**src/rtl/gray_codec_stream_if.sv**
```systemverilog
// Stream bundle between the environment and the Gray codec.
// The environment drives the input side and the output ready (master);
// the codec consumes the input words and produces the converted words (slave).
interface gray_codec_stream_if #(
  parameter int WIDTH = 4
) ();

  logic             in_valid;
  logic             in_ready;
  logic [WIDTH-1:0] in_data;
  logic             in_mode;

  logic             out_valid;
  logic             out_ready;
  logic [WIDTH-1:0] out_data;
  logic             out_mode;
  logic             out_adj_err;

  modport master (
    output in_valid, in_data, in_mode, out_ready,
    input  in_ready, out_valid, out_data, out_mode, out_adj_err
  );

  modport slave (
    input  in_valid, in_data, in_mode, out_ready,
    output in_ready, out_valid, out_data, out_mode, out_adj_err
  );

endinterface

```
**src/rtl/gray_codec_stream.sv**
```systemverilog
// Streaming Gray <-> binary converter with a two-stage registered pipeline.
// Each word carries its own direction bit. Every word is also tracked in the
// Gray domain, so a Gray sequence that jumps by more than one bit between
// consecutive words is flagged on the output, regardless of conversion mode.
module gray_codec_stream #(
  parameter int WIDTH     = 4,
  parameter bit CHECK_ADJ = 1'b1
) (
  input  logic clk,
  input  logic rst,
  input  logic clr_hist_i,
  gray_codec_stream_if.slave bus
);

  localparam logic [WIDTH-1:0] ONE = WIDTH'(1);

  function automatic logic [WIDTH-1:0] bin2gray(input logic [WIDTH-1:0] b);
    return b ^ (b >> 1);
  endfunction

  function automatic logic [WIDTH-1:0] gray2bin(input logic [WIDTH-1:0] g);
    logic [WIDTH-1:0] b;
    b[WIDTH-1] = g[WIDTH-1];
    for (int i = WIDTH - 2; i >= 0; i--) begin
      b[i] = b[i+1] ^ g[i];
    end
    return b;
  endfunction

  // Stage 1 state
  logic             s1_vld_q,  s1_vld_d;
  logic [WIDTH-1:0] s1_data_q, s1_data_d;
  logic             s1_mode_q, s1_mode_d;
  logic [WIDTH-1:0] s1_gw_q,   s1_gw_d;

  // Stage 2 state (drives the outputs)
  logic             s2_vld_q,  s2_vld_d;
  logic [WIDTH-1:0] s2_data_q, s2_data_d;
  logic             s2_mode_q, s2_mode_d;
  logic             s2_err_q,  s2_err_d;

  // Adjacency history
  logic [WIDTH-1:0] last_gw_q,  last_gw_d;
  logic             hist_vld_q, hist_vld_d;

  logic             s2_load;
  logic             in_ready;
  logic             accept;
  logic [WIDTH-1:0] conv_data;
  logic [WIDTH-1:0] conv_gw;
  logic [WIDTH-1:0] gw_diff;
  logic             multi_bit;
  logic             hist_eff;
  logic             adj_err;

  // S1 advances whenever S2 is empty or its word leaves this cycle. in_ready
  // is a function of pipeline state and out_ready only, never of in_valid.
  assign s2_load  = s1_vld_q & (~s2_vld_q | bus.out_ready);
  assign in_ready = ~s1_vld_q | s2_load;
  assign accept   = bus.in_valid & in_ready;

  // Convert the incoming word and derive its Gray-domain image.
  always_comb begin
    conv_data = gray2bin(bus.in_data);
    conv_gw   = bus.in_data;
    if (bus.in_mode) begin
      conv_data = bin2gray(bus.in_data);
      conv_gw   = conv_data;
    end
  end

  // More than one differing bit <=> clearing the lowest set bit leaves bits.
  // A clear arriving with the moving word hides the stale history from it.
  always_comb begin
    gw_diff   = s1_gw_q ^ last_gw_q;
    multi_bit = |(gw_diff & (gw_diff - ONE));
    hist_eff  = hist_vld_q & ~clr_hist_i;
    adj_err   = CHECK_ADJ & hist_eff & multi_bit;
  end

  // Stage 1 next state: load on accept, empty when drained without refill.
  always_comb begin
    s1_vld_d  = s1_vld_q;
    s1_data_d = s1_data_q;
    s1_mode_d = s1_mode_q;
    s1_gw_d   = s1_gw_q;
    if (accept) begin
      s1_vld_d  = 1'b1;
      s1_data_d = conv_data;
      s1_mode_d = bus.in_mode;
      s1_gw_d   = conv_gw;
    end else if (s2_load) begin
      s1_vld_d  = 1'b0;
    end
  end

  // Stage 2 next state: load from S1, otherwise empty once accepted downstream.
  always_comb begin
    s2_vld_d  = s2_vld_q;
    s2_data_d = s2_data_q;
    s2_mode_d = s2_mode_q;
    s2_err_d  = s2_err_q;
    if (s2_load) begin
      s2_vld_d  = 1'b1;
      s2_data_d = s1_data_q;
      s2_mode_d = s1_mode_q;
      s2_err_d  = adj_err;
    end else if (s2_vld_q && bus.out_ready) begin
      s2_vld_d  = 1'b0;
    end
  end

  // History follows the words that move into S2; a moving word always
  // becomes the new reference even when a clear lands on the same cycle.
  always_comb begin
    last_gw_d  = last_gw_q;
    hist_vld_d = hist_vld_q;
    if (s2_load) begin
      last_gw_d  = s1_gw_q;
      hist_vld_d = 1'b1;
    end else if (clr_hist_i) begin
      hist_vld_d = 1'b0;
    end
  end

  // Pipeline and history registers with synchronous reset.
  always_ff @(posedge clk) begin
    if (rst) begin
      s1_vld_q   <= 1'b0;
      s1_data_q  <= '0;
      s1_mode_q  <= 1'b0;
      s1_gw_q    <= '0;
      s2_vld_q   <= 1'b0;
      s2_data_q  <= '0;
      s2_mode_q  <= 1'b0;
      s2_err_q   <= 1'b0;
      last_gw_q  <= '0;
      hist_vld_q <= 1'b0;
    end else begin
      s1_vld_q   <= s1_vld_d;
      s1_data_q  <= s1_data_d;
      s1_mode_q  <= s1_mode_d;
      s1_gw_q    <= s1_gw_d;
      s2_vld_q   <= s2_vld_d;
      s2_data_q  <= s2_data_d;
      s2_mode_q  <= s2_mode_d;
      s2_err_q   <= s2_err_d;
      last_gw_q  <= last_gw_d;
      hist_vld_q <= hist_vld_d;
    end
  end

  assign bus.in_ready    = in_ready;
  assign bus.out_valid   = s2_vld_q;
  assign bus.out_data    = s2_data_q;
  assign bus.out_mode    = s2_mode_q;
  assign bus.out_adj_err = s2_err_q;

endmodule
```
**src/flat_wrapper.sv**
```systemverilog
// flat-port wrapper written by rule: the top's interface ports become plain ports
module gray_codec_stream_flat 
#(
  parameter int WIDTH     = 4,
  parameter bit CHECK_ADJ = 1'b1
)
  (clk, rst, clr_hist_i, bus_in_valid, bus_in_data, bus_in_mode, bus_out_ready, bus_in_ready, bus_out_valid, bus_out_data, bus_out_mode, bus_out_adj_err);
  gray_codec_stream_if #(.WIDTH(WIDTH)) bus_i ();
  input  logic clk;
  input  logic rst;
  input  logic clr_hist_i;
  input wire logic [$bits(bus_i.in_valid)-1:0] bus_in_valid;
  input wire logic [$bits(bus_i.in_data)-1:0] bus_in_data;
  input wire logic [$bits(bus_i.in_mode)-1:0] bus_in_mode;
  input wire logic [$bits(bus_i.out_ready)-1:0] bus_out_ready;
  output wire logic [$bits(bus_i.in_ready)-1:0] bus_in_ready;
  output wire logic [$bits(bus_i.out_valid)-1:0] bus_out_valid;
  output wire logic [$bits(bus_i.out_data)-1:0] bus_out_data;
  output wire logic [$bits(bus_i.out_mode)-1:0] bus_out_mode;
  output wire logic [$bits(bus_i.out_adj_err)-1:0] bus_out_adj_err;
  assign bus_i.in_valid = bus_in_valid;
  assign bus_i.in_data = bus_in_data;
  assign bus_i.in_mode = bus_in_mode;
  assign bus_i.out_ready = bus_out_ready;
  assign bus_in_ready = bus_i.in_ready;
  assign bus_out_valid = bus_i.out_valid;
  assign bus_out_data = bus_i.out_data;
  assign bus_out_mode = bus_i.out_mode;
  assign bus_out_adj_err = bus_i.out_adj_err;
  gray_codec_stream #(.WIDTH(WIDTH), .CHECK_ADJ(CHECK_ADJ)) u_core (.clk(clk), .rst(rst), .clr_hist_i(clr_hist_i), .bus(bus_i));
endmodule
```
**config.mk**
```make
export PLATFORM = sky130hd
export DESIGN_NAME = gray_codec_stream_flat
export DESIGN_NICKNAME = d
export VERILOG_FILES = /design/src/rtl/gray_codec_stream_if.sv /design/src/rtl/gray_codec_stream.sv /design/src/flat_wrapper.sv
export SDC_FILE = /design/constraint.sdc
export NUM_CORES = 1
export LEC_CHECK = 0
export CAP_MARGIN = 20
export CELL_PAD_IN_SITES_DETAIL_PLACEMENT = 0
export CELL_PAD_IN_SITES_GLOBAL_PLACEMENT = 1
export CORE_MARGIN = 2
export CORE_UTILIZATION = 39
export CTS_BUF_LIST = sky130_fd_sc_hd__clkbuf_4
export CTS_CLUSTER_DIAMETER = 60
export DETAILED_ROUTE_END_ITERATION = 8
export PLACE_DENSITY = 0.82
export SYNTH_ARGS = -nofsm -noshare
export SYNTH_HDL_FRONTEND = slang
export SYNTH_SLANG_ARGS = --single-unit
export TNS_END_PERCENT = 50
```
**constraint.sdc**
```tcl
create_clock -name clk -period 1.4 [get_ports clk]
set_input_delay 0.14 -clock clk [delete_from_list [all_inputs] [get_ports clk]]
set_output_delay 0.14 -clock clk [all_outputs]
set_load 0.02 [all_outputs]
```
# --- Yosys cells after proc, flatten, opt, wreduce, memory -nomap -nowiden ---
# Cells that the tools add are included.
word_totals:
  reg_bits: 22
  input_bits: 10
  output_inout_bits: 8
classes:
  bitwise_logic: 15
  mux: 8
  addsub: 1
  reduce_logical: 5
ops:
  columns: ["op", "n"]
  rows:
  - ["two-way mux 4 bit", 2]
  - ["two-way mux 1 bit", 6]
  - ["nonzero test 2 bit", 3]
  - ["AND 1 bit", 4]
  - ["AND 4 bit", 1]
  - ["OR reduction 4 bit", 1]
  - ["subtractor 4 x 1 -> 4 bit, second input constant", 1]
  - ["bitwise XOR 4 x 3 -> 4 bit", 1]
  - ["bitwise XOR 4 bit", 1]
  - ["NOT 1 bit", 3]
  - ["bitwise XOR 1 bit", 3]
  - ["OR 1 bit", 2]
  - ["logical AND 1 bit", 1]

# --- Longest topological paths before layout ---
logic_depth:
  depth_word: 6
  depth_mapped: 6

# --- Worst setup path before layout ---
# No wires, ideal clock.
synth_path:
  kind: "reg2reg"
  start: "register u_core.s2_vld_q, in the netlist u_core.bus.out_valid"
  end: "register u_core.s1_gw_q[0]"
  period_less_slack_ps: 1343
  arrival_ps: 1210
  slack_ps: 57
  setup_time_ps: 132
  stages_incl_launch_ff: 7
  t_required_ps: 1268
  cell_sequence: "dfxtp_1 -> nand3b_4 -> and2_1 -> buf_6 -> buf_6 -> nor2_1 -> a211oi_1"
synth_via:
  elab_chain_len: 5
synth_rtl:
  columns: ["item", "line_no", "rtl"]
  rows:
  - ["start: declaration", "gray_codec_stream.sv:37", "logic s2_vld_q, s2_vld_d;"]
  - ["start signal: assignment", "gray_codec_stream.sv:144", "s2_vld_q <= s2_vld_d;"]
  - ["NOT 1 bit", "gray_codec_stream.sv:58", "assign s2_load = s1_vld_q & (~s2_vld_q | bus.out_ready);"]
  - ["OR 1 bit", "gray_codec_stream.sv:58", null]
  - ["AND 1 bit", "gray_codec_stream.sv:58", null]
  - ["OR 1 bit", "gray_codec_stream.sv:59", "assign in_ready = ~s1_vld_q | s2_load;"]
  - ["named net bus_in_ready", "flat_wrapper.sv:16", "output wire logic [$bits(bus_i.in_ready)-1:0] bus_in_ready;"]
  - ["AND 1 bit", "gray_codec_stream.sv:60", "assign accept = bus.in_valid & in_ready;"]
  - ["end signal: assignment", "gray_codec_stream.sv:143", "s1_gw_q <= s1_gw_d;"]
  - ["end: declaration", "gray_codec_stream.sv:34", "logic [WIDTH-1:0] s1_gw_q, s1_gw_d;"]
# The timed path passes the listed nets, and every way through them passes these cells.
# A chain may end at the register's enable or synchronous reset.

# --- Worst setup path in the final report ---
layout_path:
  start: "register u_core.s2_vld_q, in the netlist u_core.bus.out_valid"
  end: "output bus_in_ready"
layout_via:
  elab_chain_len: 4
layout_rtl:
  columns: ["item", "line_no"]
  rows:
  - ["NOT 1 bit", "gray_codec_stream.sv:58"]
  - ["OR 1 bit", "gray_codec_stream.sv:58"]
  - ["AND 1 bit", "gray_codec_stream.sv:58"]
  - ["OR 1 bit", "gray_codec_stream.sv:59"]
  - ["end: declaration", "flat_wrapper.sv:16"]
# No other way between the ends.

==> flow_summary.json <==
{
  "dp_hpwl_um": 1167,
  "finalClockSkew_ns": 0.007586,
  "yosysUniqueCellTypes": 22,
  "status": "finished, final reports clean",
  "die_x_um": 51.76,
  "drc": 0,
  "syn_nets": 102,
  "wl_um": 1567,
  "worstRegToRegCells": 5,
  "avgViaCountPerCell": 4.769,
  "start_kind": "register",
  "fillers": 213,
  "setup_viol": 0,
  "dieArea_um2": 2679,
  "cts_tree": "yes",
  "final-instance-count-excl-fill": 143,
  "synth.avg_cell_area_um2": 9.670,
  "timing.final.max_slew_violations": 0,
  "finalCritPeriodShare_pct": 92.60,
  "cp-end-kind": "output port",
  "die_h_um": 51.76,
  "fin_util_pct": 53.17,
  "p_leak_nw": 0.5894,
  "syn_inst": 92,
  "hold_buffers": 0,
  "clk_latency_ns": 0.30,
  "worst_slack_ns": 0.1037,
  "max_slew_margin_pct": 85.27,
  "drt_iter0_markers": 8,
  "wl_per_cell_um": 10.96,
  "holdCritStartpoint": "bus_in_valid",
  "power_mw": 1.090,
  "whs_path_depth": 3,
  "rows": 17,
  "multi_input_area_um2": 447.9,
  "crit_fanout": 4,
  "hold_path_end": "u_core.s1_vld_q",
  "drive_above_1_share_pct": 12.17,
  "cts_buffers": 3,
  "cts_setup_buffers": 0,
  "dr_total_vias": 682,
  "reg2reg_slack_ns": 0.14,
  "grtUsageTotal_pct": 13.08,
  "yosysWarningCount": 0,
  "timing.final.crit_period_ns": 1.296,
  "fin_nets": 126,
  "htreeDepth": 1,
  "gp_congestion": 0.6527,
  "ant_nets": 0,
  "synth-edff-count": 0,
  "start_util_pct": 40.61,
  "ys_seq_area_share_pct": 45.01,
  "ys_ff_latch": 20,
  "async_flop_share_pct": 0,
  "grt_antenna_before_repair": 0,
  "hold_violations": 0,
  "port-buffer-count": 17,
  "dp.cells": 139,
  "grt_start_max_net_pins": 22,
  "io_pins": 18,
  "clock_path_buffers": 2,
  "clock-sinks": 20,
  "cap_violations": 0,
  "diodes": 0,
  "reg2reg_from": "u_core.bus.out_valid",
  "r2r-end": "u_core.bus.out_mode",
  "synth_flop_cell": "dfxtp_1",
  "grt_pass1_vias": 622,
  "clk_pin_slew_ns": 0.11,
  "crit_arrival_ns": 1.16,
  "overflow": 0,
  "powerDensity_nw_per_um2": 935.4,
  "hp-class": "primary input to register",
  "first_pass_iters": 3,
  "area_delta_synth_final_pct": 30.94,
  "place_ws_ns": -0.1038,
  "grt_pass1_wl_um": 2546,
  "fmax_mhz": 771.4,
  "cts_root_buffer": "clkbuf_4",
  "core_um2": 2191,
  "critPathRequiredTime_ns": 1.26,
  "timing_worst_setup_path_type": "register to output port",
  "tightest_slew_ns": 0.2205,
  "timing.setup.tns_ns": 0,
  "syn_area_um2": 889.6,
  "ff_latch_area_um2": 400.4,
  "ir_drop_uv": 582.2
}
-- where the power goes --
group	switching, mW	internal, mW	total [mW]
clock network	0.169	0.104	0.273
registers	0.0241	0.600	0.624
logic	0.0872	0.105	0.193
total	0.281	0.809	1.09
-- metrics by stage --
step	area, um2	hold slack, ns
6_report	1165	0.4028
3_5_place_dp	1122	0.4721
3_3_place_gp	1122	0.4615
2_1_floorplan	889.6	0.2695
4_1_cts	1142	0.3945
5_1_grt	1165	0.4170
-- area by class of cell --
cell class                 count  area share [%]
multi-input combinational     63           38.45
sequential                    20           34.37
timing repair buffer          25           20.95
tap                           28           3.008
clock buffer                   3           1.933
inverter                       3          0.9667
clock inverter                 1          0.3222
-- logic make-up (layout without fill, tap and decap cells) --
kind of cell           count (synthesis)  after routing  synth area share [%]
AND/OR/NAND/NOR                       28             28                 16.46
flip-flops                            20             20                 45.01
AO/OA/AOI/OAI                         13             13                 9.001
XOR/XNOR                              11             11                 10.83
multiplexers                          11             11                 12.38
buffers and inverters                  9             32                 6.329
-- cells in the mapped netlist (all sizes together) (2+ instances only) --
master,number,area [um2]
dfxtp,20,400.4
nor2,16,60.06
mux2i,11,110.1
xor2,7,61.31
a211oi,6,45.04
buf,4,37.53
o21ai,4,20.02
xnor2,4,35.03
a21oi,3,15.01
inv,3,11.26
nand2,3,11.26
clkbuf,2,7.510
nand2b,2,12.51
nand3b,2,27.53
-- layout by cell type, fill, tap and decap left out, types with 4 or more instances in the layout --
cell / Yosys / layout
buf_4: 2 / 7
dlygate4sd2_1: 0 / 5
nor2_1: 16 / 16
a211oi_1: 6 / 6
xnor2_1: 4 / 4
clkdlybuf4s50_1: 0 / 9
mux2i_1: 11 / 11
dfxtp_1: 20 / 20
xor2_1: 7 / 5
-- flip-flops by register name, summed over array words and instances (netlist names) --
name / count
u_core.last_gw_q: 4
u_core.s1_gw_q: 4
u_core.bus.out_data: 3
u_core.s1_data_q: 3
u_core.bus.out_adj_err: 1
u_core.bus.out_mode: 1
u_core.bus.out_valid: 1
u_core.hist_vld_q: 1
u_core.s1_mode_q: 1
u_core.s1_vld_q: 1
-- worst max-delay path by stage --
stage / from / slack, ns / to / cells past startpoint
2_1_floorplan: u_core.bus.out_valid / 0.06 / u_core.s1_gw_q[0] / 6
3_3_place_gp: bus_out_ready / -0.09 / bus_in_ready / 3
3_5_place_dp: bus_out_ready / -0.10 / bus_in_ready / 3
4_1_cts: u_core.bus.out_mode / 0.009 / bus_out_mode / 1
5_1_grt: u_core.s1_gw_q[3] / -0.005 / u_core.bus.out_adj_err / 4
6_report: u_core.bus.out_valid / 0.10 / bus_in_ready / 2
-- worst max-delay path, stage by stage, from the launching register on --
cell and delay (ns):
dfxtp_1 0.43, nand3b_4 0.10, dlygate4sd2_1 0.33
-- routing by layer --
layer | track usage, % | part of all wire (%) | vias up
li1 | - | - | 354
met1 | 15.77 | 47 | 315
met2 | 20.73 | 48 | 11
met3 | 1.724 | 3.3 | 2
met4 | 10.53 | 1.7 | 0
met5 | 0 | 0 | -
-- what timing repair did --
item,in CTS,in global routing
resized for setup,5,5
pin swaps,0,0
endpoints found under the setup margin,5,4
gates cloned,0,0
endpoints found under the hold margin,0,0
(Power assumes the default switching activity.)
==> RTL edit (config.mk and constraints unchanged) <==
`WIDTH` is set to 4 in 3 places; all go to 6.
--- a/src/rtl/gray_codec_stream_if.sv
+++ b/src/rtl/gray_codec_stream_if.sv
@@ -3,5 +3,5 @@
 // the codec consumes the input words and produces the converted words (slave).
 interface gray_codec_stream_if #(
-  parameter int WIDTH = 4
+  parameter int WIDTH = 6
 ) ();
 
--- a/src/rtl/gray_codec_stream.sv
+++ b/src/rtl/gray_codec_stream.sv
@@ -4,5 +4,5 @@
 // consecutive words is flagged on the output, regardless of conversion mode.
 module gray_codec_stream #(
-  parameter int WIDTH     = 4,
+  parameter int WIDTH     = 6,
   parameter bit CHECK_ADJ = 1'b1
 ) (
--- a/src/flat_wrapper.sv
+++ b/src/flat_wrapper.sv
@@ -2,5 +2,5 @@
 module gray_codec_stream_flat 
 #(
-  parameter int WIDTH     = 4,
+  parameter int WIDTH     = 6,
   parameter bit CHECK_ADJ = 1'b1
 )
Interface: changed (resized bus_in_data and bus_out_data); port bits go from 18 to 22. The function was not compared with the original's and may differ.
==> RTL edit against the unedited design <==
  * First-iteration DRC count grew to 6.4 times the old value
  * Design area rose by 48%
  * Power increased by 43%
  * Global-route usage grew 3.3 points
  * Sequential cell count increased by 8
  * Routed wire length is 76% higher
  * Synthesized area grew 46%
  * Synthesized cell count grew 73%
  * Worst setup slack lost 0.024 ns
  * Die area rose by 42%
  * Critical path type is now flop to flop
  * Highest routed layer unchanged
==> RTL edit: results <==
[sta]
slew-limit-headroom_pct = 77.63
finClkSkew_ns = 0.001731

[drt]
vias = 1156
vias_per_cell = 4.837
drt_iter0_markers = 51
drt_wl_total_um = 2758

[pwr]
ir_drop_mv = 0.3918
p_sw_uw = 436.8

[cells_and_area]
nets = 208
layout-drive-gt1-share_pct = 16.92
largest_registers = u_core.last_gw_q x6, u_core.s1_gw_q x6

[setup_path]
rrSetupSlack_ns = 0.08
crit-reg2reg-capture = u_core.s1_data_q[1]$_SDFFE_PP0P_
cp_max_fo = 6

[placement]
hpwl_um = 2168
port-buffer-count = 21
placed_area_um2 = 1678

[synth]
syn_nets = 171
synth.distinct_cells = 32

[global_routing]
grt_pass1_wl_um = 4657
grt_start_max_net_pins = 16
grt_pass1_vias = 1086
grt_usage_pct = 16.42

[clocking]
clk_pin_slew_ns = 0.15

[run_status]
status = complete, no violations
-- RTL edit: changes by cell type after synthesis, sizes merged, moves of 2 or more --
cell	before	now
o21ai	4	1
nor2	16	11
xor2	7	5
a21oi	3	19
nand2	3	40
clkbuf	2	5
mux2i	11	0
xnor2	4	14
dfxtp	20	28
nand3	0	5
o311ai	0	2
-- RTL edit: kinds of logic after synthesis --
| group | synth area share (%) |
|---|---|
| xor+xnor | 13.42 |
| compound gates | 16.60 |
| flops | 43.24 |
| buf+inv | 4.150 |
| simple gates | 22.59 |
-- RTL edit: worst max-delay path, delay by kind of cell (launching register included) --
kind / cells / cell delay [ns]
DFF: 1 / 0.38
AOI/OAI and AO/OA: 1 / 0.11
and+or+nand+nor: 3 / 0.75
-- RTL edit: final cells by class --
cell class / instances / share of cell area (%)
multi-input combinational: 120 / 41.56
clock buffer: 3 / 1.303
clock inverter: 1 / 0.2172
tap: 44 / 3.186
sequential: 28 / 32.66
inverter: 3 / 0.6517
timing repair buffer: 40 / 20.42
-- RTL edit: repair_timing --
| item | 4_1_cts | 5_1_grt |
|---|---|---|
| pin swaps | 0 | 1 |
| endpoints found under the setup margin | 11 | 4 |
| hold endpoints to repair | 0 | 0 |
| gates resized for setup | 12 | 8 |
-- RTL edit: worst max path at each step --
stage	cells after the start	slack, ns	endpoint
after floorplan	4	-0.02	u_core.s1_data_q[1]$_SDFFE_PP0P_
after global placement	5	-0.18	u_core.s1_data_q[1]$_SDFFE_PP0P_
after detailed placement	5	-0.24	u_core.s1_data_q[1]$_SDFFE_PP0P_
after CTS	4	0.02	u_core.bus.out_adj_err$_SDFFE_PP0P_
after global routing	4	0.007	u_core.bus.out_adj_err$_SDFFE_PP0P_
final	4	0.08	u_core.s1_data_q[1]$_SDFFE_PP0P_
-- RTL edit: per-layer routing --
layer / part of all wire [%] / vias up / global-route usage [%]
met2: 48 / 30 / 28.57
met5: 0 / - / 0
met1: 46 / 517 / 20.38
li1: - / 607 / -
met4: 0.98 / 0 / 6.991
met3: 4.8 / 2 / 1.891
-- RTL edit: stage by stage --
stage          power (mW)  hold slack, ns
2_1_floorplan       1.076          0.2760
3_3_place_gp        1.215          0.4385
3_5_place_dp        1.225          0.4466
4_1_cts             1.556          0.4370
5_1_grt             1.633          0.4554
6_report            1.557          0.4442
-- RTL edit: power by group through the flow --
stage	clock network (mW)	logic, mW	registers (mW)
floorplan	0	0.184	0.893
global placement	0	0.328	0.888
finish	0.340	0.340	0.876
global route	0.373	0.377	0.883
CTS	0.352	0.330	0.874
detailed placement	0	0.333	0.891
